$ cat config.mk
export PLATFORM = sky130hd
export DESIGN_NAME = break_watch_unit
export DESIGN_NICKNAME = d
export VERILOG_FILES = /design/src/rtl/break_watch_unit_pkg.sv /design/src/rtl/break_watch_unit_if.sv /design/src/rtl/break_watch_unit_channel.sv /design/src/rtl/break_watch_unit.sv
export SDC_FILE = /design/constraint.sdc
export NUM_CORES = 1
export LEC_CHECK = 0
export ABC_AREA = 1
export CORE_AREA = 2 2 189 191
export DETAILED_ROUTE_END_ITERATION = 8
export DIE_AREA = 0 0 191 193
export PLACE_DENSITY = 0.83
export SETUP_SLACK_MARGIN = 0.15
export SYNTH_ARGS = -nofsm -noshare
export SYNTH_HDL_FRONTEND = slang
export SYNTH_SLANG_ARGS = --single-unit
$ cat constraint.sdc
create_clock -name iCLK -period 3.4 [get_ports iCLK]
set_clock_uncertainty 0.1 [all_clocks]
set_input_delay 1.02 -clock iCLK [delete_from_list [all_inputs] [get_ports iCLK]]
set_output_delay 1.02 -clock iCLK [all_outputs]
set_load 0.1 [all_outputs]
$ cat src/rtl/break_watch_unit_pkg.sv
// Shared mode/state encodings and helpers for the break/watch unit.
// Hit counters exist only when BREAK_HITCNT_EN is defined.
package break_watch_unit_pkg;

  typedef enum logic [1:0] {
    MODE_OFF    = 2'd0,
    MODE_EXEC   = 2'd1,
    MODE_DREAD  = 2'd2,
    MODE_DWRITE = 2'd3
  } mode_e;

  typedef enum logic [1:0] {
    ST_RUN  = 2'd0,
    ST_HALT = 2'd1,
    ST_STEP = 2'd2
  } state_e;

  localparam int CNT_W = 16;
  localparam logic [CNT_W-1:0] CNT_MAX = '1;

  function automatic logic [CNT_W-1:0] sat_inc(
    input logic [CNT_W-1:0] v
  );
    return (v == CNT_MAX) ? v : v + 1'b1;
  endfunction

endpackage

$ cat src/rtl/break_watch_unit_if.sv
// CPU-side observation bundle: executing PC and data bus strobes.
// master drives the bundle, slave (a channel) only observes it.
interface break_watch_unit_if #(
  parameter int XLEN = 64
);
  logic [XLEN-1:0] pc;
  logic            instr_valid;
  logic            dre;
  logic            dwe;
  logic [XLEN-1:0] daddr;

  modport master (
    output pc, instr_valid, dre, dwe, daddr
  );

  modport slave (
    input pc, instr_valid, dre, dwe, daddr
  );
endinterface

$ cat src/rtl/break_watch_unit_channel.sv
// break_channel: one break/watch channel (config regs, comparators,
// optional saturating hit counter under BREAK_HITCNT_EN).
module break_channel
  import break_watch_unit_pkg::*;
#(
  parameter int XLEN = 64
) (
  input  logic                 clk,
  input  logic                 rst_n,
  break_watch_unit_if.slave    bus,
  input  logic                 exec_en,
  input  logic                 cnt_en,
  input  logic                 cfg_we,
  input  mode_e                cfg_mode,
  input  logic [XLEN-1:0]      cfg_addr,
  output logic                 hit_o,
  output logic [CNT_W-1:0]     cnt_o
);

  mode_e           mode_q, mode_d;
  logic [XLEN-1:0] addr_q, addr_d;
  logic            exec_m;
  logic            dword_m;
  logic            unused_lo;

  always_comb begin
    mode_d = mode_q;
    addr_d = addr_q;
    if (cfg_we) begin
      mode_d = cfg_mode;
      addr_d = cfg_addr;
    end
  end

  always_ff @(posedge clk or negedge rst_n) begin
    if (!rst_n) begin
      mode_q <= MODE_OFF;
      addr_q <= '0;
    end else begin
      mode_q <= mode_d;
      addr_q <= addr_d;
    end
  end

  // Data watches match on the whole doubleword.
  assign exec_m  = (bus.pc == addr_q);
  assign dword_m = (bus.daddr[XLEN-1:3] == addr_q[XLEN-1:3]);
  assign unused_lo = ^bus.daddr[2:0];

  always_comb begin
    hit_o = 1'b0;
    unique case (mode_q)
      MODE_OFF:    hit_o = 1'b0;
      MODE_EXEC:   hit_o = bus.instr_valid & exec_en & exec_m;
      MODE_DREAD:  hit_o = bus.dre & dword_m;
      MODE_DWRITE: hit_o = bus.dwe & dword_m;
      default:     hit_o = 1'b0;
    endcase
  end

`ifdef BREAK_HITCNT_EN
  logic [CNT_W-1:0] cnt_q, cnt_d;

  // A config write restarts the count, even on a hit cycle.
  always_comb begin
    cnt_d = cnt_q;
    if (cfg_we) begin
      cnt_d = '0;
    end else if (cnt_en && hit_o) begin
      cnt_d = sat_inc(cnt_q);
    end
  end

  always_ff @(posedge clk or negedge rst_n) begin
    if (!rst_n) begin
      cnt_q <= '0;
    end else begin
      cnt_q <= cnt_d;
    end
  end

  assign cnt_o = cnt_q;
`else
  logic unused_cnt_en;
  assign unused_cnt_en = cnt_en;
  assign cnt_o = '0;
`endif

endmodule

$ cat src/rtl/break_watch_unit.sv
// Break/watch unit: NCH channels, RUN/HALT/STEP halt controller.
// Optional per-channel hit counters under BREAK_HITCNT_EN.
module break_watch_unit
  import break_watch_unit_pkg::*;
#(
  parameter int XLEN = 64,
  parameter int NCH  = 4
) (
  input  logic            iCLK,
  input  logic            iRST,
  input  logic [XLEN-1:0] iPC,
  input  logic            iInstrValid,
  input  logic            iDReadEnable,
  input  logic            iDWriteEnable,
  input  logic [XLEN-1:0] iDAddress,
  input  logic            iCfgWe,
  input  logic [2:0]      iCfgIdx,
  input  logic [1:0]      iCfgMode,
  input  logic [XLEN-1:0] iCfgAddr,
  input  logic            iResume,
  input  logic            iStep,
  output logic            oBreak,
  output logic [NCH-1:0]  oHitMask,
  output logic [15:0]     oHitCount,
  output logic [1:0]      oState
);

  break_watch_unit_if #(.XLEN(XLEN)) bus ();

  assign bus.pc          = iPC;
  assign bus.instr_valid = iInstrValid;
  assign bus.dre         = iDReadEnable;
  assign bus.dwe         = iDWriteEnable;
  assign bus.daddr       = iDAddress;

  state_e          state_q, state_d;
  logic [NCH-1:0]  mask_q, mask_d;
  logic [XLEN-1:0] hpc_q, hpc_d;
  logic            sup_q, sup_d;
  logic [NCH-1:0]  hits;
  logic            exec_en;
  logic            cnt_en;
  logic [15:0]     cnt [NCH];

  // Right after leaving HALT, the halted PC must not re-break.
  assign exec_en = !(sup_q && (iPC == hpc_q));
  assign cnt_en  = (state_q != ST_HALT);

  for (genvar i = 0; i < NCH; i++) begin : g_ch
    logic sel;
    assign sel = iCfgWe && (iCfgIdx == 3'(i));
    break_channel #(.XLEN(XLEN)) u_ch (
      .clk      (iCLK),
      .rst_n    (iRST),
      .bus      (bus),
      .exec_en  (exec_en),
      .cnt_en   (cnt_en),
      .cfg_we   (sel),
      .cfg_mode (mode_e'(iCfgMode)),
      .cfg_addr (iCfgAddr),
      .hit_o    (hits[i]),
      .cnt_o    (cnt[i])
    );
  end

  always_ff @(posedge iCLK or negedge iRST) begin
    if (!iRST) begin
      state_q <= ST_RUN;
      mask_q  <= '0;
      hpc_q   <= '0;
      sup_q   <= 1'b0;
    end else begin
      state_q <= state_d;
      mask_q  <= mask_d;
      hpc_q   <= hpc_d;
      sup_q   <= sup_d;
    end
  end

  always_comb begin
    state_d = state_q;
    unique case (state_q)
      ST_RUN: begin
        if (|hits) state_d = ST_HALT;
      end
      ST_HALT: begin
        if (iStep)        state_d = ST_STEP;
        else if (iResume) state_d = ST_RUN;
      end
      ST_STEP: begin
        if (iInstrValid) state_d = ST_HALT;
      end
      default: state_d = ST_RUN;
    endcase
  end

  always_comb begin
    mask_d = mask_q;
    hpc_d  = hpc_q;
    sup_d  = 1'b0;
    unique case (state_q)
      ST_RUN: begin
        if (|hits) begin
          mask_d = hits;
          hpc_d  = iPC;
        end
      end
      ST_HALT: begin
        if (iStep || iResume) begin
          mask_d = '0;
          sup_d  = 1'b1;
        end
      end
      ST_STEP: begin
        if (iInstrValid) begin
          mask_d = hits;
          hpc_d  = iPC;
        end
      end
      default: mask_d = '0;
    endcase
  end

  always_comb begin
    oBreak   = (state_q == ST_HALT);
    oState   = state_q;
    oHitMask = mask_q;
  end

  always_comb begin
    oHitCount = '0;
    for (int i = 0; i < NCH; i++) begin
      if (iCfgIdx == 3'(i)) oHitCount = cnt[i];
    end
  end

endmodule

==> results.txt, run 1 <==
----------------------------------------------------
[Run status]
  Status ... aborted with a tool error
  Last stage ... global routing (5_1_grt)
  First error message ... [ERROR GRT-0116] Global routing finished with congestion. Check the congestion regions in the DRC Viewer.

[CTS]
  Post-CTS Hold Buffers ... 0
  TritonCTS Sinks ... 335
  Cell chosen for the clock root ... clkbuf_16
  H-Tree Level Count ... 2
  Number of clock buffers inserted by TritonCTS ... 36
  Max Root-Sink Buffers ... 3

[Place]
  Count of buffers inserted at the top-level ports ... 208
  Gpl congestion ... 1.591
  Post-detail-place hpwl ... 80300 um
  Worst Setup Slack post-DPL ... -0.6830 ns
  Cell count after placement ... 3890

[Die]
  Floorplan die width ... 191 um
  Core Rows ... 69
  Effective utilization at floorplan ... 0.5904
  Number of top-level design ports ... 228
  Floorplan die height ... 193 um

[Yosys]
  Instance count of the mapped netlist ... 3040
  Cell area after synthesis ... 20640 um2
  Number of unique standard cell types used by synthesis ... 35
  Warnings from Yosys ... 0
  Sequential fraction of the synthesis area ... 0.4061
  Post-synthesis area per instance ... 6.791 um2
  FF+latch count, synth ... 335

[GRT]
  Via count of the first global-routing pass ... 27033
  GRT Total Usage ... 0.6689
  Maximum number of pins on one net before global-route repair ... 133
  Total global routing overflow ... 14
  Global-route wire length before repair ... 176300 um

----------------------------------------------------
==> Yosys cell counts <==
cell / instances / area, um2
nand3_2: 1 / 10.01
dfrtp_1: 335 / 8383
a211oi_1: 3 / 22.52
o221ai_1: 1 / 8.760
and2_0: 1 / 6.260
nor3_1: 19 / 95.09
o21ai_1: 7 / 35.03
xor2_1: 40 / 350.3
a221oi_1: 1 / 8.760
o2111ai_1: 6 / 52.55
a21o_1: 1 / 7.510
inv_2: 17 / 63.81
buf_1: 3 / 11.26
buf_6: 6 / 67.56
a21boi_0: 2 / 15.01
o21ai_0: 370 / 1852
nand2_1: 1022 / 3836
a21oi_1: 15 / 75.07
or2_2: 15 / 93.84
nor2_1: 262 / 983.4
buf_4: 18 / 135.1
clkbuf_1: 69 / 259.0
nor3_2: 1 / 10.01
inv_1: 397 / 1490
buf_2: 26 / 130.1
clkbuf_2: 3 / 15.01
nand3b_1: 5 / 37.54
xnor2_1: 95 / 832.1
o2111a_1: 1 / 11.26
nand4_1: 54 / 337.8
o22ai_1: 138 / 863.3
conb_1: 1 / 3.750
nand3_1: 97 / 485.5
nor4_1: 3 / 18.77
o211ai_1: 5 / 37.54
==> cell families after synthesis <==
logic type	count (synthesis)	share of synthesized area
simple gates	1480	0.2865
compound gates	550	0.1448
buf+inv	539	0.1052
flops	335	0.4061
xor+xnor	135	0.05727
other cells	1	0.0001816
==> per-stage QoR <==
step           hold slack (ns)  setup TNS (ns)  utilization  cell area (um2)
2_1_floorplan           0.3419               0            -            20700
3_3_place_gp            0.3578          -33.50       0.7204            25190
3_5_place_dp            0.3671          -42.97       0.7204            25190
4_1_cts                 0.3224               0       0.7643            26720
==> timing repair <==
action | 4_1_cts
pin swaps | 26
cloned | 3
setup endpoints to repair | 69
setup buffers | 11
gates resized for setup | 119
==> metal layers <==
layer | GRT overflow | global-route usage
met5 | 0 | 0.3714
met4 | 9 | 0.5909
met3 | 0 | 0.5948
met2 | 5 | 0.8066
met1 | 0 | 0.6578
==> run 2: changes to the inputs <==
--- a/config.mk
+++ b/config.mk
@@ -6,11 +6,10 @@
 export NUM_CORES = 1
 export LEC_CHECK = 0
 export ABC_AREA = 1
-export CORE_AREA = 2 2 189 191
+export CORE_AREA = 2 2 231 233
 export DETAILED_ROUTE_END_ITERATION = 8
-export DIE_AREA = 0 0 191 193
-export PLACE_DENSITY = 0.83
-export SETUP_SLACK_MARGIN = 0.15
+export DIE_AREA = 0 0 233 235
+export PLACE_DENSITY_LB_ADDON = 0.15
 export SYNTH_ARGS = -nofsm -noshare
 export SYNTH_HDL_FRONTEND = slang
 export SYNTH_SLANG_ARGS = --single-unit
==> run 2 against run 1 <==
  * Synthesized cell count stayed put
  * Area after synthesis stayed put
  * The flow now finishes, with violations (setup timing)
==> results.txt, run 2 <==
----------------------------------------------------
[CTS]
  Cell chosen for the clock root ... clkbuf_16
  Max Root-Sink Buffers ... 3
  Post-CTS clock slew at the launch and capture registers of the worst setup and hold paths ... 0.06 ns
  H-Tree Level Count ... 2
  TritonCTS Sinks ... 335
  Number of clock buffers inserted by TritonCTS ... 41
  Clk_lat worst skew ... 0.61 ns
  Clock tree from TritonCTS ... yes

[Cells and area]
  Commonest non-fill, non-tap cells in the layout ... 969 x nand2_1, 399 x buf_4, 367 x inv_1
  Final nets ... 3852
  Fillcell total ... 4940
  Area growth from synthesis to final layout ... 43.34%
  Cell area after layout ... 29590 um2
  Share of layout cells above drive strength 1 ... 0.2059
  Most common library cell in the layout ignoring fill and taps ... nand2_1
  Register containing the most flip-flops in the final layout ... g_ch.u_ch.addr_q
  Combined flip-flop and latch cell area ... 8383 um2
  Number of flip-flops in the largest register ... 256
  Multi-input gate area in the final layout ... 10840 um2
  Largest registers in the final layout ... g_ch.u_ch.addr_q (256), hpc_q (64), g_ch.u_ch.mode_q (8)
  Number of non-filler instances in the completed layout ... 4369

[Timing]
  Final-report hold violation count ... 0
  Fmax ... 0.2785 GHz
  Least setup slack across all paths after layout ... -0.1913 ns
  Relative slew slack ... 0.4607
  Worst hold slack ... 0.2685 ns
  Transition time at the pin with the least slew margin ... 0.8066 ns
  Slew Limit Fails ... 0
  Final critical-path share of the clock period ... 1.056
  Number of failing setup endpoints in the final timing report ... 68
  Final Critical Period ... 3.591 ns

[Die]
  Number of top-level design ports ... 228
  Effective utilization at floorplan ... 0.3952
  Area of the die ... 54760 um2
  Floorplan die height ... 235 um
  Floorplan die width ... 233 um
  Core footprint ... 52240 um2
  Core Rows ... 84

[GRT]
  Total global routing overflow ... 0
  Initial antenna violation count ... 15
  Maximum number of pins on one net before global-route repair ... 133
  GRT Total Usage ... 0.5180
  Global-route wire length before repair ... 191900 um
  Via count of the first global-routing pass ... 24225

[Min path]
  Class of the tightest hold or removal check ... input pin to async pin

[Place]
  Gpl congestion ... 1.137
  Post-detail-place hpwl ... 117400 um
  Count of buffers inserted at the top-level ports ... 208
  Worst Setup Slack post-DPL ... -0.8783 ns
  Cell count after placement ... 4270
  Placed Area ... 26850 um2

[Run status]
  Status ... complete, but fails checks
  Failing checks ... setup timing

[Yosys]
  Simple-gate share of the synthesized area ... 0.2865
  Combinational family with the most area after synthesis ... simple AND/OR/NAND/NOR gates
  FF+latch count, synth ... 335
  Fraction of the mapped netlist area in compound gates ... 0.1448
  Mux share of post-synthesis cell area ... 0
  Share of flip-flops with an asynchronous set or reset after synthesis ... 1.000
  Proportion of netlist area held by the largest area contributor ... 0.4061
  Synth area leaders ... dfrtp_1 41%, nand2_1 19%, o21ai_0 9.0%, inv_1 7.2%, nor2_1 4.8%
  Count of flip-flops with a built-in enable after synthesis ... 0
  Most used DFF post-synth ... dfrtp_1
  Number of unique standard cell types used by synthesis ... 35
  Commonest cells in the synthesized netlist ... 1022 x nand2_1, 397 x inv_1, 370 x o21ai_0, 335 x dfrtp_1, 262 x nor2_1
  Instance count of the mapped netlist ... 3040
  Synth Area in XOR/XNOR ... 0.05727
  Most instantiated library cell after synthesis ... nand2_1
  Sequential fraction of the synthesis area ... 0.4061
  Warnings from Yosys ... 0
  Most area-hungry cell type in the Yosys netlist ... dfrtp_1
  Cell area after synthesis ... 20640 um2
  Post-synthesis area per instance ... 6.791 um2
  Adder-cell share of the synthesized area ... 0

[Power and ir drop]
  Power per cell area ... 651.7 nW/um2
  Maximum vdd drop ... 0.5191 mV
  Total Power Consumption ... 19.28 mW
  Cell leakage power ... 15.26 nW

[Worst setup path]
  Startpoint of the lowest-slack register-to-register path ... g_ch[0].u_ch.addr_q[15]$_DFFE_PN0P_
  Worst setup path category ... input pin to flip-flop
  Kind of launch point of the worst setup path ... input pin
  FF-to-FF path depth ... 13
  Arrival time of the worst setup path ... 3.97 ns
  Required arrival time at the worst endpoint ... 3.78 ns
  Launch point of the worst path ... iPC[15]
  Crit-path most repeated cell ... nand2_1
  Critical-path top delay cell ... nand4_1
  Worst path cell trace ... dlymetal6s2s_1 -> inv_2 -> buf_4 -> nand2_1 -> nand4_1 -> nor3_4 -> and2_4 -> nand3_2 -> nor2_2 -> nor2_2 -> nand3_2 -> buf_6 -> nand2_8 -> clkbuf_16 -> nand2_1 -> nand2_1
  Worst path bufs/invs ... 5
  Path length in cells of the critical path ... 16
  Peak per-stage delay on the critical path ... 0.64 ns
  Worst-path fanout max ... 8
  Critical path's top delay family ... simple AND/OR/NAND/NOR gates
  Kind of end point of the critical path ... flip-flop

[Route]
  Vias ... 25862
  Final WL ... 145200 um
  Antenna-violating nets left ... 0
  Average vias per placed instance ... 5.919
  Routed length per instance ... 33.24 um
  Number of detailed-routing iterations run before antenna repair ... 6
  Total DRC errors in the routed layout ... 0
  Detailed Route Iter0 Violations ... 4250

[Run]
  Reported max-cap violation count ... 0

----------------------------------------------------
==> run 2: final cells by class <==
cell class              count  share of cell area
flip-flops and latches    335              0.2833
multi-input cells        2181              0.3662
inverters                 414             0.05353
well taps                 688             0.02909
clock inverters            20            0.009767
clock buffers              52             0.03886
diodes                      5           0.0004228
repair buffers            674              0.2188
==> run 2: cell families (layout without fill, tap and decap cells) <==
| family | Yosys count | in the layout |
|---|---|---|
| buf+inv | 539 | 1160 |
| other cells | 1 | 21 |
| flops | 335 | 335 |
| compound gates | 550 | 550 |
| simple gates | 1480 | 1480 |
| xor+xnor | 135 | 135 |
==> run 2: what timing repair did <==
action | 4_1_cts | 5_1_grt
hold buffers | 0 | 0
endpoints found under the setup margin | 68 | 69
gates resized for setup | 43 | 287
setup buffers | 4 | 12
gates cloned | 3 | 5
pin swaps | 7 | 81
==> run 2: path summary, 6_finish.rpt <==
kind                                                        to  slack (ns)
hold / removal                           hpc_q[14]$_DFFE_PN0P_        0.27
setup reg to reg                         hpc_q[28]$_DFFE_PN0P_        0.13
setup / recovery                         hpc_q[28]$_DFFE_PN0P_       -0.19
max in group asynchronous  g_ch[3].u_ch.addr_q[52]$_DFFE_PN0P_        1.94
min in group iCLK                        hpc_q[49]$_DFFE_PN0P_        0.40
hold reg to reg                          hpc_q[49]$_DFFE_PN0P_        0.40
==> run 2: per-layer routing <==
layer,vias to the layer above,global-route usage,share of wire,routed length [um]
li1,10827,-,-,-
met1,12299,0.6392,0.36,52130
met2,2126,0.7165,0.40,57390
met3,594,0.1968,0.14,20580
met4,16,0.4148,0.10,14960
met5,-,0,0.0012,181
==> run 2: stage by stage <==
stage	setup TNS (ns)	util
6_report	-8.982	0.5665
3_5_place_dp	-56.12	0.5140
5_1_grt	-7.071	0.5663
2_1_floorplan	0	-
4_1_cts	-0.5967	0.5463
3_3_place_gp	-56.73	0.5140
==> run 2: where the power goes <==
part	switching, mW	internal (mW)	leakage [nW]
sequential	1.46	4.97	4.21
combinational	5.07	2.88	10.3
clock	2.04	2.87	0.701
total	8.56	10.7	15.3
Power figures use the tool's default switching activity.
